[config.mk]
export PLATFORM = sky130hd
export DESIGN_NAME = cc_line_serializer
export DESIGN_NICKNAME = d
export VERILOG_FILES = /design/src/rtl/cc_pkg.sv /design/src/rtl/cc_beat_mux.sv /design/src/rtl/cc_line_serializer.sv
export SDC_FILE = /design/constraint.sdc
export NUM_CORES = 1
export LEC_CHECK = 0
export ABC_AREA = 0
export CAP_MARGIN = 20
export CORE_MARGIN = 2
export CORE_UTILIZATION = 42
export DETAILED_ROUTE_END_ITERATION = 10
export PLACE_DENSITY = 0.76
export SYNTH_ARGS = -nofsm -noshare
export SYNTH_HDL_FRONTEND = slang
export SYNTH_SLANG_ARGS = --single-unit
[constraint.sdc]
create_clock -name clk -period 4.2 [get_ports clk]
set_input_delay 0.84 -clock clk [delete_from_list [all_inputs] [get_ports clk]]
set_output_delay 0.84 -clock clk [all_outputs]
set_load 0.05 [all_outputs]
[src/rtl/cc_pkg.sv]
// Shared constants and types for the cache-controller read-response path.
package cc_pkg;

  localparam int CC_DATA_W = 64;
  localparam int CC_BEATS  = 8;
  localparam int CC_LINE_W = CC_DATA_W * CC_BEATS;
  localparam int CC_OFS_W  = $clog2(CC_BEATS);

  typedef enum logic {S_IDLE, S_SEND} cc_ser_state_t;

  // Layout of one hit-data FIFO entry, as written by the SRAM read side.
  typedef struct packed {
    logic [CC_OFS_W-1:0]  offset;
    logic [CC_LINE_W-1:0] line;
  } cc_line_entry_t;

endpackage

[src/rtl/cc_beat_mux.sv]
// Combinational selection of one beat-sized slice out of a full cache line.
module cc_beat_mux #(
  parameter int DATA_W = 64,
  parameter int BEATS  = 8,
  parameter int SEL_W  = $clog2(BEATS)
) (
  input  logic [DATA_W*BEATS-1:0] line,
  input  logic [SEL_W-1:0]        sel,
  output logic [DATA_W-1:0]       beat
);

  always_comb begin
    beat = '0;
    for (int i = 0; i < BEATS; i++) begin
      if (sel == SEL_W'(i)) beat = line[i*DATA_W +: DATA_W];
    end
  end

endmodule

[src/rtl/cc_line_serializer.sv]
// Serializes a cache line into a critical-word-first burst of BEATS beats,
// popping entries from a show-ahead hit-data FIFO with no bubble between bursts.
module cc_line_serializer
  import cc_pkg::*;
#(
  parameter int DATA_W = CC_DATA_W,
  parameter int BEATS  = CC_BEATS,
  parameter int LINE_W = DATA_W * BEATS,
  parameter int OFS_W  = $clog2(BEATS)
) (
  input  logic                    clk,
  input  logic                    rst,
  input  logic                    line_fifo_empty_i,
  input  logic [LINE_W+OFS_W-1:0] line_fifo_rdata_i,
  output logic                    line_fifo_rden_o,
  output logic [DATA_W-1:0]       inct_rdata_o,
  output logic                    inct_rlast_o,
  output logic                    inct_rvalid_o,
  input  logic                    inct_rready_i,
  output logic                    busy_o
);

  localparam logic [OFS_W-1:0] LAST = OFS_W'(BEATS - 1);

  cc_ser_state_t     state_p0, state_nxt;
  logic [OFS_W-1:0]  cnt_p0, cnt_nxt;
  logic [OFS_W-1:0]  ofs_p0;
  logic [LINE_W-1:0] line_p0;
  logic [OFS_W-1:0]  ptr;
  logic              vld_p0;
  logic              pop;

  always_comb begin
    state_nxt = state_p0;
    cnt_nxt   = cnt_p0;
    pop       = 1'b0;
    case (state_p0)
      S_IDLE: begin
        if (!line_fifo_empty_i) begin
          pop       = 1'b1;
          cnt_nxt   = '0;
          state_nxt = S_SEND;
        end
      end
      S_SEND: begin
        if (inct_rready_i) begin
          if (cnt_p0 == LAST) begin
            // Chain straight into the next burst when another line is waiting.
            cnt_nxt = '0;
            if (!line_fifo_empty_i) pop = 1'b1;
            else                    state_nxt = S_IDLE;
          end else begin
            cnt_nxt = cnt_p0 + OFS_W'(1);
          end
        end
      end
      default: state_nxt = S_IDLE;
    endcase
  end

  always_ff @(posedge clk) begin
    if (rst) begin
      state_p0 <= S_IDLE;
      cnt_p0   <= '0;
      ofs_p0   <= '0;
      line_p0  <= '0;
    end else begin
      state_p0 <= state_nxt;
      cnt_p0   <= cnt_nxt;
      if (pop) begin
        line_p0 <= line_fifo_rdata_i[LINE_W-1:0];
        ofs_p0  <= line_fifo_rdata_i[LINE_W +: OFS_W];
      end
    end
  end

  // Output stage: everything below depends only on registered state.
  assign vld_p0 = (state_p0 == S_SEND);
  assign ptr    = ofs_p0 + cnt_p0;

  cc_beat_mux #(
    .DATA_W (DATA_W),
    .BEATS  (BEATS),
    .SEL_W  (OFS_W)
  ) u_beat_mux (
    .line (line_p0),
    .sel  (ptr),
    .beat (inct_rdata_o)
  );

  assign inct_rvalid_o    = vld_p0;
  assign inct_rlast_o     = vld_p0 && (cnt_p0 == LAST);
  assign busy_o           = vld_p0;
  assign line_fifo_rden_o = pop;

endmodule
Word-level counts from Yosys, hierarchy flattened

Index checks and enable logic that the tools add are counted.

Bitwise logic cells: 1
Multiplexer cells: 19
Eq/ne operators: 10
Add/sub/neg operators: 2
Reduce and logical (&&, ||, !) cells: 3

Operators by type and width:

| cell                                                                  | count |
|---|---|
| 64-bit two-way mux                                                    | 8 |
| 3-bit equality test, second input constant                            | 5 |
| 3-bit two-way mux                                                     | 3 |
| 3-bit by 2-bit equality test with 1-bit output, second input constant | 2 |
| 3-bit one-hot mux with 2 select lines                                 | 1 |
| 1-bit two-way mux                                                     | 5 |
| 2-bit != test, second input constant                                  | 2 |
| 1-bit one-hot mux with 2 select lines                                 | 2 |
| 3-bit by 1-bit adder with 3-bit output, second input constant         | 1 |
| 3-bit adder                                                           | 1 |
| 3-bit by 1-bit equality test with 1-bit output, second input constant | 1 |
| 3-bit logical NOT                                                     | 1 |
| 2-bit AND reduction                                                   | 1 |
| 1-bit logical AND                                                     | 1 |
| 1-bit inverter                                                        | 1 |

Word-level logic and storage cells: 39
Output and inout port bits: 68
Register bits: 519
Input port bits: 519

Logic depth before layout (Yosys ltp)

Word-level depth: 10
Depth in mapped cells: 10
Gate-level depth less buffers: 7

Hierarchy

Synthesis repeated with hierarchy kept, for this count alone.

Cell total of the unflattened synthesis: 3,011
Area total of the unflattened synthesis: 28,432.3 µm²

Modules (own cells, without submodules):

| module             | cells an instance | area each (µm²) | seq. area each (µm²) | instances |
|---|---|---|---|---|
| cc_line_serializer | 2,260             | 23,140.9        | 10,390.0             | 1 |
| cc_beat_mux        | 751               | 5,291.3         | 0.0                  | 1 |

Worst setup path after synthesis

No wires, ideal clock.

Path kind: register -> output
Start: register cnt_p0[0]
End: output port inct_rdata_o[62]
Required time: 3,360 ps
Setup slack: 429 ps
Arrival time: 2,931 ps
Buffers on the path: 2
Cell stages (with the launch flop): 9
Cell sequence: dfxtp_1 > ha_1 > inv_1 > fa_1 > xnor3_2 > buf_2 > buf_2 > nor2_1 > o31ai_1

Cells in the longest elaborated chain, start to end: 10
Elaborated cells between the ends (all ways): 17
Those cells by class: add/sub: 1; eq/ne: 7; mux: 8; reduce/logical: 1

RTL lines:

| element                          | RTL line                 | RTL |
|---|---|---|
| start: declaration               | cc_line_serializer.sv:26 | `logic [OFS_W-1:0] cnt_p0, cnt_nxt;` |
| start signal: assignment         | cc_line_serializer.sv:69 | `cnt_p0 <= cnt_nxt;` |
| 3-bit adder *                    | cc_line_serializer.sv:79 | `assign ptr = ofs_p0 + cnt_p0;` |
| 3-bit logical NOT                | cc_beat_mux.sv:15        | `if (sel == SEL_W'(i)) beat = line[i*DATA_W +: DATA_W];` |
| 64-bit two-way mux (7 in series) | cc_beat_mux.sv:15        |  |
| 64-bit two-way mux *             | cc_beat_mux.sv:15        |  |
| end: declaration                 | cc_line_serializer.sv:16 | `output logic [DATA_W-1:0] inct_rdata_o,` |

Every way passes the cells marked *; elsewhere a longest branch is shown, timed or not.

Final worst setup path

Start: register cnt_p0[0]
End: output port inct_rdata_o[17]

The elaborated chain is that of the path after synthesis.

==> impl_metrics.csv <==
group,metric,value,unit
power_and_ir_drop,ir_drop,0.0003156,V
place,postPlaceCellArea,29200,um^2
sta,final_max_slew_viol_count,0,
grt,grt_pass1_vias,21416,
layout,nNetsFinal,3820,
route,dr_wl_met2,44.37,mm
sta,fmax,242.8,MHz
route,post_drt_wl_per_cell,21.83,um
grt,grt_max_degree,235,
grt,grt-ovfl-total,0,
sta,timing.final.crit_share,0.9805,
sta,slew-limit-headroom,0.1839,
logic_synthesis,yosysTopAreaCell,"dfxtp_1",
logic_synthesis,synth-async-reset-ratio,0,
floorplanning,die_height,234.6,um
route,top_layer,"met5",
clock_network,cts.path.max_buffers,3,
setup_path,rrSetupSlack,1.21,ns
clock_network,htree_levels,2,
logic_synthesis,synthesis.nets,3342,
route,ant_nets,0,
clock_network,cts_tree,"built",
clock_network,clock_sinks,519,
logic_synthesis,ys_types,43,
setup_path,critPathCaptureType,"output port",
layout,ff_latch_area,10400,um^2
clock_network,clk_pin_slew,0.06,ns
logic_synthesis,syn_area_per_cell,7.920,um^2
route,first_pass_iters,5,
route,drt-met1-wl,31.74,mm
layout,drive_gt1_frac,0.1075,
floorplanning,ioPinCount,587,
grt,grtUsageTotal,0.3109,
logic_synthesis,synthFlopType,"dfxtp_1",
place,globalplace.congestion,0.8959,
sta,skew,0.01676,ns
logic_synthesis,yosysWarnings,0,
layout,area_delta_synth_final,41.23,%
sta,hold_violations,0,
place,hpwlAfterDp,62.47,mm
setup_path,critPathRequiredTime,3.36,ns
power_and_ir_drop,p_per_area,416.7,nW/um^2
setup_path,worstSetupPathType,"register to output port",
logic_synthesis,syn_area,22330,um^2
power_and_ir_drop,total_power,13.14,mW
logic_synthesis,ys_seq_area_frac,0.4654,
sta,setup_viol,0,
route,met3_length,7.876,mm
logic_synthesis,synth_edf_count,0,
setup_path,arrival,3.28,ns
grt,grt_pass1_wl,128.5,mm
floorplanning,start_util,0.4248,
place,port_buffers,586,
floorplanning,dieArea,55020,um^2
logic_synthesis,synth_cells,2819,
sta,rsz0062_at_grt,"true",
sta,fin_tns_setup,0,ns
floorplanning,core,52550,um^2
sta,timing.hold.ws,0.4509,ns
floorplanning,die_x,234.6,um
run_status,status,"completed",
route,vias,22020,
setup_path,cp-start-kind,"register",
clock_network,postCtsHoldBufs,0,
hold_path,hold_class,"register to register",
clock_network,clkLatencyLatePin,0.61,ns
clock_network,cts_buffers,54,
layout,fin_area,31530,um^2
sta,worst-slew-pin-transition,1.224,ns
flow_run,drv_cap,0,
logic_synthesis,synth_top_cell_area_share,0.4654,
setup_path,critPathMaxFanout,8,
layout,fillers,4709,
power_and_ir_drop,leakage,11.68,nW
grt,antenna_found_initial,27,
layout,multiInputGateArea,11120,um^2
logic_synthesis,ys_ff_latch,519,
route,wirelength,88.42,mm
clock_network,root_buffer,"clkbuf_16",
route,drtIter0Drc,1803,
route,via_per_inst,5.436,
floorplanning,rows,84,
sta,period_needed,4.118,ns
route,drc,0,
logic_synthesis,synth.area.top_cells,"dfxtp_1 (47%), nand2_1 (19%), a21oi_1 (12%)",
repair_timing:
action	in CTS	in global routing
endpoints found under the hold margin	0	0
endpoints found under the setup margin	44	46
gates cloned	0	0
setup buffers	12	4
resized for setup	24	18
pin swaps	6	4
per-stage QoR:
step	setup slack (ns)	std cells	util
2_1_floorplan	0.4295	2819	-
3_3_place_gp	0.4645	3913	0.5557
3_5_place_dp	0.4658	3913	0.5557
4_1_cts	-0.03137	4025	0.5969
5_1_grt	-0.01281	4040	0.5995
6_report	0.08184	4051	0.6000
cell type report:
type / count / area share
tap: 688 / 0.02730
antenna: 22 / 0.001746
sequential: 519 / 0.3297
clock inverter: 19 / 0.007500
clock buffer: 81 / 0.05381
inverter: 7 / 0.001071
multi-input combinational: 2049 / 0.3527
timing repair buffer: 666 / 0.2262
per-layer routing:
metal / GRT usage / vias to the layer above
met5: 0 / -
met4: 0.1694 / 18
met3: 0.08043 / 188
met2: 0.5475 / 848
met1: 0.3411 / 10443
li1: - / 10523
worst max-delay path, stage by stage, from the launching register on:
cell       delay (ns)
dfxtp_4          0.36
ha_4             0.15
inv_1            0.06
fa_4             0.71
buf_4            0.20
nand2_1          0.10
buf_6            0.21
a2bb2oi_1        0.21
o21ai_0          0.13
o221ai_2         0.26
buf_4            0.25
logic make-up after synthesis:
kind of cell | share of synthesized area
buffers and inverters | 0.04747
flip-flops | 0.4654
adder cells (fa/ha/maj) | 0.002578
AND/OR/NAND/NOR | 0.2025
XOR/XNOR | 0.002970
multiplexers | 0.09242
AO/OA/AOI/OAI | 0.1867
sequential cells by signal, summed over array words and instances (netlist names):
| register | count |
|---|---|
| line_p0 | 512 |
| cnt_p0 | 3 |
| ofs_p0 | 3 |
| busy_o | 1 |
cells in the final DEF, fill, tap and decap left out, drive strengths merged, types with 9 or more instances in the layout:
cell / instances
a211oi: 24
clkinv: 11
a221oi: 24
mux4: 46
nor2: 31
mux2: 29
a211o: 10
buf: 146
a2bb2oi: 19
nand2: 1106
o221ai: 9
o31ai: 25
mux2i: 70
a22oi: 11
dfxtp: 519
clkdlybuf4s50: 520
clkbuf: 81
o22ai: 34
diode: 22
o2bb2ai: 25
nand3b: 24
a21oi: 529
o21ai: 11
worst paths after layout:
kind,from,end,cells past startpoint
worst min-delay path,line_p0[184]$_SDFFE_PP0P_,line_p0[184]$_SDFFE_PP0P_,2
worst min register to register,line_p0[184]$_SDFFE_PP0P_,line_p0[184]$_SDFFE_PP0P_,2
worst max-delay path,cnt_p0[0]$_SDFFE_PP0P_,inct_rdata_o[17],10
worst max register to register,cnt_p0[2]$_SDFFE_PP0P_,line_p0[500]$_SDFFE_PP0P_,7
Yosys cell counts (25+ instances only):
library cell and count:
nand2_1 1106, a21oi_1 529, dfxtp_1 519, clkbuf_1 161, buf_2 70, mux2i_1 70
mux4_2 46, o22ai_1 34, mux2_2 29, nor2_1 29, o2bb2ai_1 25, o31ai_1 25
power by group:
group          total (mW)  switching [mW]  internal [mW]
sequential           5.37           0.167           5.21
combinational        2.59            1.40           1.20
clock                5.18            2.08           3.09
total                13.1            3.65           9.49
(Power assumes the default switching activity.)
